--- src/rtl/pulse_gen_pkg.sv ---
// pulse_gen shared types: FSM state encoding and default counter width.
// Imported by the pulse generator top and its counter.
package pulse_gen_pkg;

  localparam int BIT_SZ_DEF = 16;

  typedef enum logic [1:0] {
    IDLE   = 2'd0,
    DELAY  = 2'd1,
    ACTIVE = 2'd2
  } state_t;

endpackage

--- src/rtl/pulse_gen_16_if.sv ---
// Trigger/programming and pulse-status bundle for pulse_gen_16.
// halt exists only when PULSE_GEN_REPEAT_EN is defined.
interface pulse_gen_16_if #(
  parameter int BIT_SZ = 16
);

  logic              tick;
  logic              trigger;
  logic [BIT_SZ-1:0] delay;
  logic [BIT_SZ-1:0] width;
`ifdef PULSE_GEN_REPEAT_EN
  logic              halt;
`endif
  logic              start;
  logic              stop;
  logic              pulse;
  logic              busy;

  modport master (
    output tick, trigger, delay, width,
`ifdef PULSE_GEN_REPEAT_EN
    output halt,
`endif
    input  start, stop, pulse, busy
  );

  modport slave (
    input  tick, trigger, delay, width,
`ifdef PULSE_GEN_REPEAT_EN
    input  halt,
`endif
    output start, stop, pulse, busy
  );

endinterface

--- src/rtl/tick_down_counter.sv ---
// Loadable down-counter gated by the time-base tick; holds at zero.
// Load wins over a tick in the same cycle.
module tick_down_counter
  import pulse_gen_pkg::*;
#(
  parameter int BIT_SZ = BIT_SZ_DEF
) (
  input  logic              sysclk,
  input  logic              sreset,
  input  logic              load,
  input  logic [BIT_SZ-1:0] load_val,
  input  logic              en,
  output logic              zero
);

  logic [BIT_SZ-1:0] r_count;

  always_ff @(posedge sysclk) begin
    if (sreset) begin
      r_count <= '0;
    end else if (load) begin
      r_count <= load_val;
    end else if (en && (r_count != '0)) begin
      r_count <= r_count - 1'b1;
    end
  end

  assign zero = (r_count == '0);

endmodule

--- src/rtl/pulse_gen_16.sv ---
// Single-shot pulse generator with registered start/stop strobes.
// PULSE_GEN_REPEAT_EN adds halt and free-running repeat mode.
module pulse_gen_16
  import pulse_gen_pkg::*;
#(
  parameter int BIT_SZ = BIT_SZ_DEF
) (
  input logic           sysclk,
  input logic           sreset,
  pulse_gen_16_if.slave bus
);

  state_t            r_state;
  state_t            w_next;
  logic [BIT_SZ-1:0] r_width;
  logic [BIT_SZ-1:0] r_delay;
  logic [BIT_SZ-1:0] w_load_val;
  logic              w_load;
  logic              w_zero;
  logic              w_halt_pend;
  logic              r_start;
  logic              r_stop;
  logic              r_pulse;
  logic              r_busy;

  tick_down_counter #(
    .BIT_SZ (BIT_SZ)
  ) u_cnt (
    .sysclk   (sysclk),
    .sreset   (sreset),
    .load     (w_load),
    .load_val (w_load_val),
    .en       (bus.tick),
    .zero     (w_zero)
  );

`ifdef PULSE_GEN_REPEAT_EN
  logic r_halt;

  always_ff @(posedge sysclk) begin
    if (sreset) begin
      r_halt <= 1'b0;
    end else if (w_next == IDLE) begin
      r_halt <= 1'b0;
    end else if (bus.halt && (r_state != IDLE)) begin
      r_halt <= 1'b1;
    end
  end

  // a halt seen in the final ACTIVE cycle still ends the run
  assign w_halt_pend = r_halt | bus.halt;
`else
  assign w_halt_pend = 1'b1;
`endif

  always_comb begin
    w_next     = r_state;
    w_load     = 1'b0;
    w_load_val = '0;
    unique case (r_state)
      IDLE: begin
        if (bus.trigger) begin
          w_next     = DELAY;
          w_load     = 1'b1;
          w_load_val = bus.delay;
        end
      end
      DELAY: begin
        if (w_zero) begin
          w_next     = ACTIVE;
          w_load     = 1'b1;
          w_load_val = r_width;
        end
      end
      ACTIVE: begin
        if (w_zero) begin
          if (w_halt_pend) begin
            w_next = IDLE;
          end else begin
            w_next     = DELAY;
            w_load     = 1'b1;
            w_load_val = r_delay;
          end
        end
      end
      default: w_next = IDLE;
    endcase
  end

  always_ff @(posedge sysclk) begin
    if (sreset) begin
      r_state <= IDLE;
      r_width <= '0;
      r_delay <= '0;
      r_start <= 1'b0;
      r_stop  <= 1'b0;
      r_pulse <= 1'b0;
      r_busy  <= 1'b0;
    end else begin
      r_state <= w_next;
      if ((r_state == IDLE) && bus.trigger) begin
        r_width <= bus.width;
        r_delay <= bus.delay;
      end
      // strobes are decoded from the transition, so they align with pulse
      r_start <= (w_next == ACTIVE) && (r_state != ACTIVE);
      r_stop  <= (r_state == ACTIVE) && (w_next != ACTIVE);
      r_pulse <= (w_next == ACTIVE);
      r_busy  <= (w_next != IDLE);
    end
  end

  assign bus.start = r_start;
  assign bus.stop  = r_stop;
  assign bus.pulse = r_pulse;
  assign bus.busy  = r_busy;

endmodule

--- src/flat_wrapper.sv ---
// flat-port wrapper written by rule: the top's interface ports become plain ports
module pulse_gen_16_flat import pulse_gen_pkg::*;
#(
  parameter int BIT_SZ = BIT_SZ_DEF
)
  (sysclk, sreset, bus_tick, bus_trigger, bus_delay, bus_width, bus_start, bus_stop, bus_pulse, bus_busy);
  pulse_gen_16_if #(.BIT_SZ(BIT_SZ)) bus_i ();
  input logic sysclk;
  input logic sreset;
  input wire logic [$bits(bus_i.tick)-1:0] bus_tick;
  input wire logic [$bits(bus_i.trigger)-1:0] bus_trigger;
  input wire logic [$bits(bus_i.delay)-1:0] bus_delay;
  input wire logic [$bits(bus_i.width)-1:0] bus_width;
  output wire logic [$bits(bus_i.start)-1:0] bus_start;
  output wire logic [$bits(bus_i.stop)-1:0] bus_stop;
  output wire logic [$bits(bus_i.pulse)-1:0] bus_pulse;
  output wire logic [$bits(bus_i.busy)-1:0] bus_busy;
  assign bus_i.tick = bus_tick;
  assign bus_i.trigger = bus_trigger;
  assign bus_i.delay = bus_delay;
  assign bus_i.width = bus_width;
  assign bus_start = bus_i.start;
  assign bus_stop = bus_i.stop;
  assign bus_pulse = bus_i.pulse;
  assign bus_busy = bus_i.busy;
  pulse_gen_16 #(.BIT_SZ(BIT_SZ)) u_core (.sysclk(sysclk), .sreset(sreset), .bus(bus_i));
endmodule
--- config.mk ---
export PLATFORM = sky130hd
export DESIGN_NAME = pulse_gen_16_flat
export DESIGN_NICKNAME = d
export VERILOG_FILES = /design/src/rtl/pulse_gen_pkg.sv /design/src/rtl/pulse_gen_16_if.sv /design/src/rtl/tick_down_counter.sv /design/src/rtl/pulse_gen_16.sv /design/src/flat_wrapper.sv
export SDC_FILE = /design/constraint.sdc
export NUM_CORES = 1
export LEC_CHECK = 0
export CORE_ASPECT_RATIO = 2
export CORE_UTILIZATION = 30
export CTS_BUF_LIST = sky130_fd_sc_hd__clkbuf_16
export DETAILED_ROUTE_END_ITERATION = 8
export REMOVE_ABC_BUFFERS = 1
export SYNTH_ARGS = -nofsm -noshare
export SYNTH_HDL_FRONTEND = slang
export SYNTH_SLANG_ARGS = --single-unit
--- constraint.sdc ---
create_clock -name sysclk -period 2.9 [get_ports sysclk]
set_input_delay 0.725 -clock sysclk [delete_from_list [all_inputs] [get_ports sysclk]]
set_output_delay 0.725 -clock sysclk [all_outputs]
set_load 0.02 [all_outputs]
-- Word level (Yosys, flattened, before mapping)
Cells that the tools add are included.
- register bits: 38
- word-level logic and storage cells: 34
- output and inout bits: 4
- reduce and logical (&&, ||, !) cells: 9
- mux-type cells: 12
- eq/ne operators: 5
- $add $sub $neg: 1
- operators with widths (cell ; count):
    16-bit two-way mux ; 4
    16-bit one-hot mux with 2 select lines ; 1
    16-bit logical NOT ; 1
    16-bit nonzero test ; 1
    16-bit by 1-bit subtractor with 16-bit output, second input constant ; 1
    2-bit two-way mux ; 3
    2-bit one-hot mux with 3 select lines ; 1
    2-bit == test, second input constant ; 2
    1-bit logical AND ; 4
    2-bit inequality test, second input constant ; 2
    2-bit nonzero test ; 2
    2-bit by 1-bit == test with 1-bit output, second input constant ; 1
    2-bit logical NOT ; 1
    1-bit two-way mux ; 2
    1-bit one-hot mux with 2 select lines ; 1

-- Depth between registers and ports, before layout
Gate-level depths: netlist (run 1).
- depth after elaboration: 5
- depth in mapped cells: 10
- mapped depth without buffers: 7

-- Modules after synthesis
A second synthesis (run 1) with hierarchy kept.
- cell total of the unflattened synthesis: 262
- area, all modules: 2232.1 um^2
- modules (own cells, without submodules) (module ; sequential area each (um^2) ; area an instance (um^2) ; cells each ; times used):
    pulse_gen_16 ; 440.4 ; 1287.5 ; 148 ; 1
    tick_down_counter ; 320.3 ; 944.7 ; 114 ; 1

-- Worst setup path before layout (run 1)
No wires, ideal clock.
- path type: reg2reg
- start: reg u_core.u_cnt.r_count[0]
- end: reg u_core.u_cnt.r_count[2]
- path buffers: 2
- clock period less this slack: 2.024 ns
- arrival: 1.943 ns
- cell stages (with the launch flop): 10
- path slack: 0.876 ns
- cell sequence: dfxtp_1 -> inv_1 -> ha_1 -> nor4b_2 -> and4_1 -> buf_4 -> a21oi_1 -> buf_2 -> o211ai_1 -> a211oi_2
- cells in the longest elaborated chain, start to end: 4
- elaborated cells on any way between the ends: 11
- classes of those cells: add/sub: 1; mux: 6; reduce/logical: 4
- RTL lines (item ; line ; text):
    from (decl) ; tick_down_counter.sv:16 ; logic [BIT_SZ-1:0] r_count;
    from (signal assigned) ; tick_down_counter.sv:22 ; r_count <= load_val;
    from (signal assigned) ; tick_down_counter.sv:24 ; r_count <= r_count - 1'b1;
    branches (longest 4 deep; another with 16-bit by 1-bit subtractor with 16-bit output) ; n/a ;
Several ways; the timed one is not identified. The select of a mux whose other input is x is not followed.
A chain may end at the register's enable or synchronous reset.

-- Worst setup path after layout (run 1)
- start: in bus_trigger
- end: reg u_core.u_cnt.r_count[4]
- cells in the longest elaborated chain, start to end: 3
- elaborated cells on any way between the ends: 6
- classes of those cells: mux: 5; reduce/logical: 1
- RTL lines (item ; line ; text):
    from (decl) ; flat_wrapper.sv:11 ; input wire logic [$bits(bus_i.trigger)-1:0] bus_trigger;
    16-bit two-way mux / 1-bit two-way mux (equally long branches) ; pulse_gen_16.sv:62 ; if (bus.trigger) begin
    16-bit one-hot mux with 2 select lines / 1-bit one-hot mux with 2 select lines (equally long branches) ; pulse_gen_16.sv:60 ; unique case (r_state)
    16-bit two-way mux / 2-bit nonzero test (equally long branches) ; n/a ;
Several ways; a longest one is shown, not always the timed one.

==> results of run 1 <==
## critical path, delay by kind of cell
family                 cells  cell delay [ps]
AO/OA/AOI/OAI              2              400
buffers and inverters      2              840
AND/OR/NAND/NOR            2              610
## cell usage after synthesis, types with 4 or more instances
| cell | count |
|---|---|
| a21oi_1 | 23 |
| o21ai_0 | 6 |
| nand3_1 | 4 |
| nor2_1 | 22 |
| a211oi_1 | 4 |
| nand4_1 | 4 |
| dfxtp_1 | 38 |
| buf_2 | 5 |
| a22oi_1 | 9 |
| a211oi_2 | 9 |
| xor2_1 | 4 |
| nor4_1 | 5 |
| inv_1 | 5 |
| clkbuf_1 | 5 |
| nand2_1 | 39 |
| nor3_1 | 4 |
## cell usage in the layout (no fill, tap or decap), types with 3 or more instances in the layout
cell and n:
nand4_1 4, nor4_2 3, nand2_1 39, nor4_1 5
xor2_1 4, clkbuf_16 5, nor3_1 4, inv_1 5
buf_4 9, clkdlybuf4s50_1 39, dfxtp_1 38, o21ai_0 6
a211oi_1 4, a32oi_1 3, nor2_1 22, nand3_1 4
a21oi_1 23, a211oi_2 9, a22oi_1 9
## metal layers
| metal | part of all wire | global-route usage |
|---|---|---|
| met2 | 0.56 | 0.2857 |
| met1 | 0.38 | 0.1765 |
| met4 | 0.024 | 0.08523 |
| met5 | 0 | 0 |
| met3 | 0.032 | 0.03448 |
## power breakdown
part           total, W  switching [W]  internal [W]
registers      0.000651      0.0000722      0.000578
logic          0.000491       0.000264      0.000227
clock network  0.000602       0.000204      0.000398
total           0.00174       0.000541       0.00120
## cells by family after synthesis
| kind of cell | count (synthesis) |
|---|---|
| and+or+nand+nor | 99 |
| AOI/OAI and AO/OA | 72 |
| DFF | 38 |
| buffers and inverters | 23 |
| xor gates and xnor gates | 6 |
| adders and majority gates | 2 |
| muxes | 1 |
## per-stage QoR
step | cell area, sq um | power, W | hold slack [ps]
3_5_place_dp | 2557 | 0.001152 | 446.6
5_1_grt | 2716 | 0.001839 | 471.0
3_3_place_gp | 2557 | 0.001141 | 441.7
4_1_cts | 2716 | 0.001760 | 454.0
2_1_floorplan | 1964 | 0.0009714 | 430.0
6_report | 2716 | 0.001743 | 450.4
## area by class of cell
| cell class | count | area share |
|---|---|---|
| clock buffer | 5 | 0.04606 |
| timing repair buffer | 49 | 0.1760 |
| inverter | 5 | 0.006909 |
| tap | 88 | 0.04053 |
| multi-input combinational | 180 | 0.4380 |
| sequential | 38 | 0.2801 |
| clock inverter | 2 | 0.01244 |
## state kept, by name, summed over array words and instances (netlist names)
register and count:
u_core.bus.busy 1, u_core.bus.pulse 1, u_core.bus.start 1, u_core.bus.stop 1, u_core.r_state 2, u_core.r_width 16
u_core.u_cnt.r_count 16
## how the worst max path moves through the flow
stage                            from                                     to  cells after the start
after floorplan           bus_trigger  u_core.u_cnt.r_count[12]$_SDFFE_PP0P_                      4
after CTS                 bus_trigger   u_core.u_cnt.r_count[4]$_SDFFE_PP0P_                      6
after global placement    bus_trigger   u_core.u_cnt.r_count[4]$_SDFFE_PP0P_                      6
final                     bus_trigger   u_core.u_cnt.r_count[4]$_SDFFE_PP0P_                      6
after detailed placement  bus_trigger   u_core.u_cnt.r_count[4]$_SDFFE_PP0P_                      6
after global routing      bus_trigger   u_core.u_cnt.r_count[4]$_SDFFE_PP0P_                      6
==> out/qor.csv, run 1 <==
stage,metric,value,unit
global_route,GRT Util Overall,0.1641,
yosys,fraction of the mapped netlist area in simple logic gates,0.2600,
clock_network,Clock Pin Slew Worst Setup and Hold Paths,60,ps
die,Die X,60.80,microns
global_route,global route overflow,0,
yosys,Synth Area in Adders,0.01206,
sta,Worst Skew,7.063,ps
finish,Antenna diodes,0,
die,initial core utilization,0.3108,
critical_path,worst reg2reg path depth,8,
drt,final wirelength,5.348,mm
sta,worst setup margin,523.5,ps
yosys,Synth top area share,0.3667,
drt,Pre-antenna DRT Iters,4,
hold_path,min-delay src,u_core.r_width[8]$_SDFFE_PP0P_,
status,status,"complete, no violations",
sta,setup violators final,0,
placement,number of port buffers,39,
yosys,ys flop type,dfxtp_1,
yosys,Synth Warn #,0,
clock_network,Root Driver,clkbuf_16,
clock_network,CTS tree,yes,
yosys,mux cell area share after synthesis,0.01086,
critical_path,CP max FO,21,
yosys,"Async S/R FF share, synth",0,
sta,Max-Slew Margin vs Limit,0.3973,
sta,Tmin final,2376,ps
yosys,Yosys cell types,56,
finish,Layout Area Growth over Synthesis,30.94,%
yosys,"EDFF count, synth",0,
drt,Initial DRC Count,45,
yosys,Synth Instances,241,
critical_path,CP endpoint kind,flip-flop,
finish,area of the multi-input gates,0.001190,sq mm
sta,Tcrit/Tclk final,0.8195,
die,Core ar.,0.006674,sq mm
drt,Routed Antenna Nets,0,
clock_network,number of setup buffers added after CTS,0,
die,Die Y,119.6,microns
critical_path,CP max stage cell,clkdlybuf4s50_1,
critical_path,CP Class,in -> reg,
sta,unrepaired setup endpoints after global routing,false,
clock_network,TritonCTS Buffers,5,
finish,fin util,0.4070,
yosys,Post-Synth XOR/XNOR Area,0.02533,
power_and_ir_drop,Power Dens Cells,641.8,mW/mm^2
yosys,Synth area leaders,"dfxtp_1 (37%), nand2_1 (7.1%), a21oi_1 (5.5%)",
global_route,initial antenna violation count,0,
critical_path,"setup slack, reg-to-reg",660,ps
sta,fmax,420.8,MHz
global_route,largest net degree at the start of global routing,22,
yosys,"area leader, netlist",dfxtp_1,
yosys,#FFs+latches synth,38,
die,FP Rows,42,
clock_network,Clock Latency Late Sink,280,ps
die,Die ar.,0.007272,sq mm
placement,Inst Count DP,360,
drt,DR vias/cell,5.218,
hold_path,WHS Path Cells,2,
drt,number of remaining DRC errors,0,
critical_path,crit path cell chain,clkdlybuf4s50_1 > nor3b_2 > buf_4 > a32oi_1 > or2_0 > a221oi_2,
finish,Non-Filler Instances,367,
drt,vias post-DR,1915,
critical_path,Worst EP required,3100,ps
critical_path,Startpoint Class,input pin,
global_route,first-pass GRT wire length,8.907,mm
hold_path,hold crit path type,reg -> reg,
finish,share of cells above drive strength 1,0.1434,
placement,Placer Congestion,0.8345,
drt,Routed wire per std cell,14.57,microns
sta,"Slew Viols, Final",0,
finish,Fill cells,709,
critical_path,Worst path max stage delay,510,ps
finish,FF+latch area,760.7,sq um
placement,Place WS,253.9,ps
sta,Worst-Margin Slew,895.8,ps
clock_network,Post-CTS Resized,0,
placement,DPL Wire Length,3.822,mm
yosys,sequential fraction of the synthesis area,0.3667,
finish,Nets,317,
clock_network,CTS max path bufs,2,
power_and_ir_drop,Leak,0.9832,nW
critical_path,RR Startpoint,u_core.u_cnt.r_count[0]$_SDFFE_PP0P_,
clock_network,htree depth,2,
hold_path,Hold Path Sink,u_core.r_width[8]$_SDFFE_PP0P_,
sta,Fin. Hold Viols,0,
yosys,complex-gate fraction of the synthesized area,0.2630,
critical_path,R2R Path End,u_core.u_cnt.r_count[12]$_SDFFE_PP0P_,
global_route,vias in the first global route,1885,
die,num ports,40,
power_and_ir_drop,Worst IR Drop VDD,0.0004685,V
critical_path,CP Data Arrival Time,2570,ps
yosys,largest family of logic cells by synthesized area,compound AO/OA/AOI/OAI gates,
flow_run,number of max-cap violations,0,
yosys,Post-Syn Area,0.002074,sq mm
clock_network,Hold Buf Count CTS,0,
sta,setup TNS,0,ps
clock_network,clock sinks,38,
yosys,Syn Area/Cell,8.608,sq um
Note: power is estimated with default switching activity, not from simulation.
==> run 2: changes to the inputs <==
clock period = 1.95 ns   (was 2.9 ns; I/O delays follow)
==> run 2 against run 1 <==
Die area is the same. Clock power grew 28%. Clock-buffer cell count is the same. Design area grew 12%. Sequential power grew 46%. Global-route usage grew 0.97 points. Critical path depth grew 2. Register-to-register slack lost 560 ps. Utilization grew 4.9 points. Via count grew 8.4%. Critical path type unchanged. Largest power group is now combinational logic.
==> out/qor.csv, run 2 (synthesis results as in run 1) <==
stage,metric,value,unit
status,status,"complete, no violations",
placement,Inst Count DP,390,
sta,Max-Slew Margin vs Limit,0.6876,
drt,final wirelength,5.940,mm
clock_network,TritonCTS Buffers,5,
clock_network,htree depth,2,
global_route,global route overflow,0,
power_and_ir_drop,Power Dens Cells,891.3,mW/mm^2
die,initial core utilization,0.3108,
finish,most frequent cells in the layout,"nand2_1 (39), clkdlybuf4s50_1 (39), buf_4 (37), dfxtp_1 (37), a21oi_1 (23)",
critical_path,CP Data Arrival Time,2060,ps
die,Die X,60.80,microns
power_and_ir_drop,Worst IR Drop VDD,0.0004493,V
die,FP Rows,42,
power_and_ir_drop,clock group share of total power,0.284,
clock_network,Clock Latency Late Sink,280,ps
sta,hold slack,453.5,ps
placement,Placer Congestion,0.8666,
critical_path,CP Class,in -> reg,
clock_network,CTS max path bufs,2,
placement,number of port buffers,39,
finish,area of the multi-input gates,0.001259,sq mm
finish,Nets,351,
power_and_ir_drop,P_int,0.001824,W
power_and_ir_drop,NetSw,0.0008857,W
sta,Tcrit/Tclk final,0.9579,
sta,Worst Skew,2.051,ps
global_route,GRT Util Overall,0.1738,
global_route,vias in the first global route,2065,
critical_path,Startpoint Class,input pin,
die,num ports,40,
sta,setup violators final,0,
sta,unrepaired setup endpoints after global routing,false,
critical_path,CP endpoint kind,flip-flop,
finish,Regs by FF count,"u_core.r_width (16), u_core.u_cnt.r_count (16), u_core.r_state (2)",
critical_path,CP max stage cell,clkdlybuf4s50_1,
power_and_ir_drop,Leak,1.171,nW
power_and_ir_drop,switch share,0.3269,
finish,FF+latch area,762.0,sq um
sta,Worst-Margin Slew,462.7,ps
die,Die Y,119.6,microns
power_and_ir_drop,Logic pwr share,0.365,
finish,share of cells above drive strength 1,0.2707,
drt,Routed wire per std cell,14.78,microns
clock_network,Root Driver,clkbuf_16,
sta,Tmin final,1868,ps
clock_network,clock sinks,38,
critical_path,crit path cell chain,clkdlybuf4s50_1 > nor3b_2 > buf_4 > nor2_1 > mux2i_4 > buf_6 > nor2_1 > nor4_1,
critical_path,CP dominant cell by count,nor2_1,
sta,fmax,535.4,MHz
die,Core ar.,0.006674,sq mm
placement,DPL Wire Length,4.298,mm
drt,DR vias/cell,5.162,
hold_path,hold crit path type,reg -> reg,
finish,Antenna diodes,0,
finish,Layout Area Growth over Synthesis,46.56,%
drt,number of remaining DRC errors,0,
drt,Initial DRC Count,48,
clock_network,CTS tree,yes,
drt,vias post-DR,2075,
sta,Fin. Hold Viols,0,
finish,Non-Filler Instances,402,
global_route,initial antenna violation count,0,
global_route,largest net degree at the start of global routing,26,
critical_path,CP max FO,7,
die,Die ar.,0.007272,sq mm
power_and_ir_drop,register share of total power,0.351,
finish,Fill cells,698,
sta,"Slew Viols, Final",0,
flow_run,number of max-cap violations,0,
critical_path,Worst path max stage delay,510,ps
drt,Routed Antenna Nets,0,
drt,Pre-antenna DRT Iters,4,
global_route,first-pass GRT wire length,9.328,mm
clock_network,Clock Pin Slew Worst Setup and Hold Paths,60,ps
critical_path,Worst EP required,2140,ps
-- run 2: cell types whose count changed in the layout (fill, tap and decap cells not counted), sizes merged --
cell | previous run | this run
buf | 10 | 43
and2 | 2 | 3
bufinv | 1 | 0
clkinv | 1 | 2
inv | 5 | 6
-- run 2: through the flow --
step | power (W) | worst slack, ps | instance area, sq um | utilization | setup TNS (ps)
finish | 0.002710 | 82.17 | 3040 | 0.4556 | 0
global placement | 0.001851 | -178.6 | 2795 | 0.4188 | -1355
CTS | 0.002658 | 15.33 | 2960 | 0.4436 | 0
global route | 0.002850 | 6.211 | 3040 | 0.4556 | 0
floorplan | 0.001445 | -1977 | 1964 | - | -46990
detailed placement | 0.001865 | -237.6 | 2795 | 0.4188 | -2275
-- run 2: final timing paths --
kind / startpoint / endpoint / slack, ps / cells past startpoint
setup / recovery: bus_trigger / u_core.u_cnt.r_count[15]$_SDFFE_PP0P_ / 80 / 8
hold / removal: u_core.r_width[10]$_SDFFE_PP0P_ / u_core.r_width[10]$_SDFFE_PP0P_ / 450 / 2
setup reg to reg: u_core.u_cnt.r_count[0]$_SDFFE_PP0P_ / u_core.u_cnt.r_count[15]$_SDFFE_PP0P_ / 100 / 9
hold reg to reg: u_core.r_width[10]$_SDFFE_PP0P_ / u_core.r_width[10]$_SDFFE_PP0P_ / 450 / 2
-- run 2: area by class of cell --
class | instances | area share
clock buffers | 5 | 0.04115
clock inverters | 3 | 0.004115
inverters | 5 | 0.006173
multi-input cells | 181 | 0.4140
flip-flops and latches | 38 | 0.2506
well taps | 88 | 0.03621
repair buffers | 82 | 0.2477
-- run 2: repair_timing --
| item | CTS | global route |
|---|---|---|
| cloned | 1 | 1 |
| setup buffers | 0 | 2 |
| hold buffers | 0 | 0 |
| gates resized for setup | 4 | 20 |
| pin swaps | 1 | 5 |
| setup endpoints to repair | 5 | 14 |
-- run 2: worst max-delay path, delay by kind of cell --
kind	cells	cell delay, ps
buf+inv	3	840
simple gates	4	530
mux	1	210
-- run 2: routing by layer --
layer / GRT usage / part of all wire
met1: 0.1781 / 0.35
met3: 0.03233 / 0.032
met4: 0.1108 / 0.046
met5: 0 / 0
met2: 0.3043 / 0.57
-- run 2: power groups by stage --
stage | registers [W] | logic, W | clock network, W
5_1_grt | 0.000963 | 0.00107 | 0.000813
2_1_floorplan | 0.000962 | 0.000482 | 0
4_1_cts | 0.000946 | 0.000928 | 0.000784
3_3_place_gp | 0.000955 | 0.000896 | 0
3_5_place_dp | 0.000957 | 0.000908 | 0
6_report | 0.000952 | 0.000990 | 0.000768
==> run 3: changes to the inputs <==
CTS_CLUSTER_DIAMETER = 80   (was not set)
==> results of run 3 <==
Final layout, timing and power as in run 2 (identical DEF).
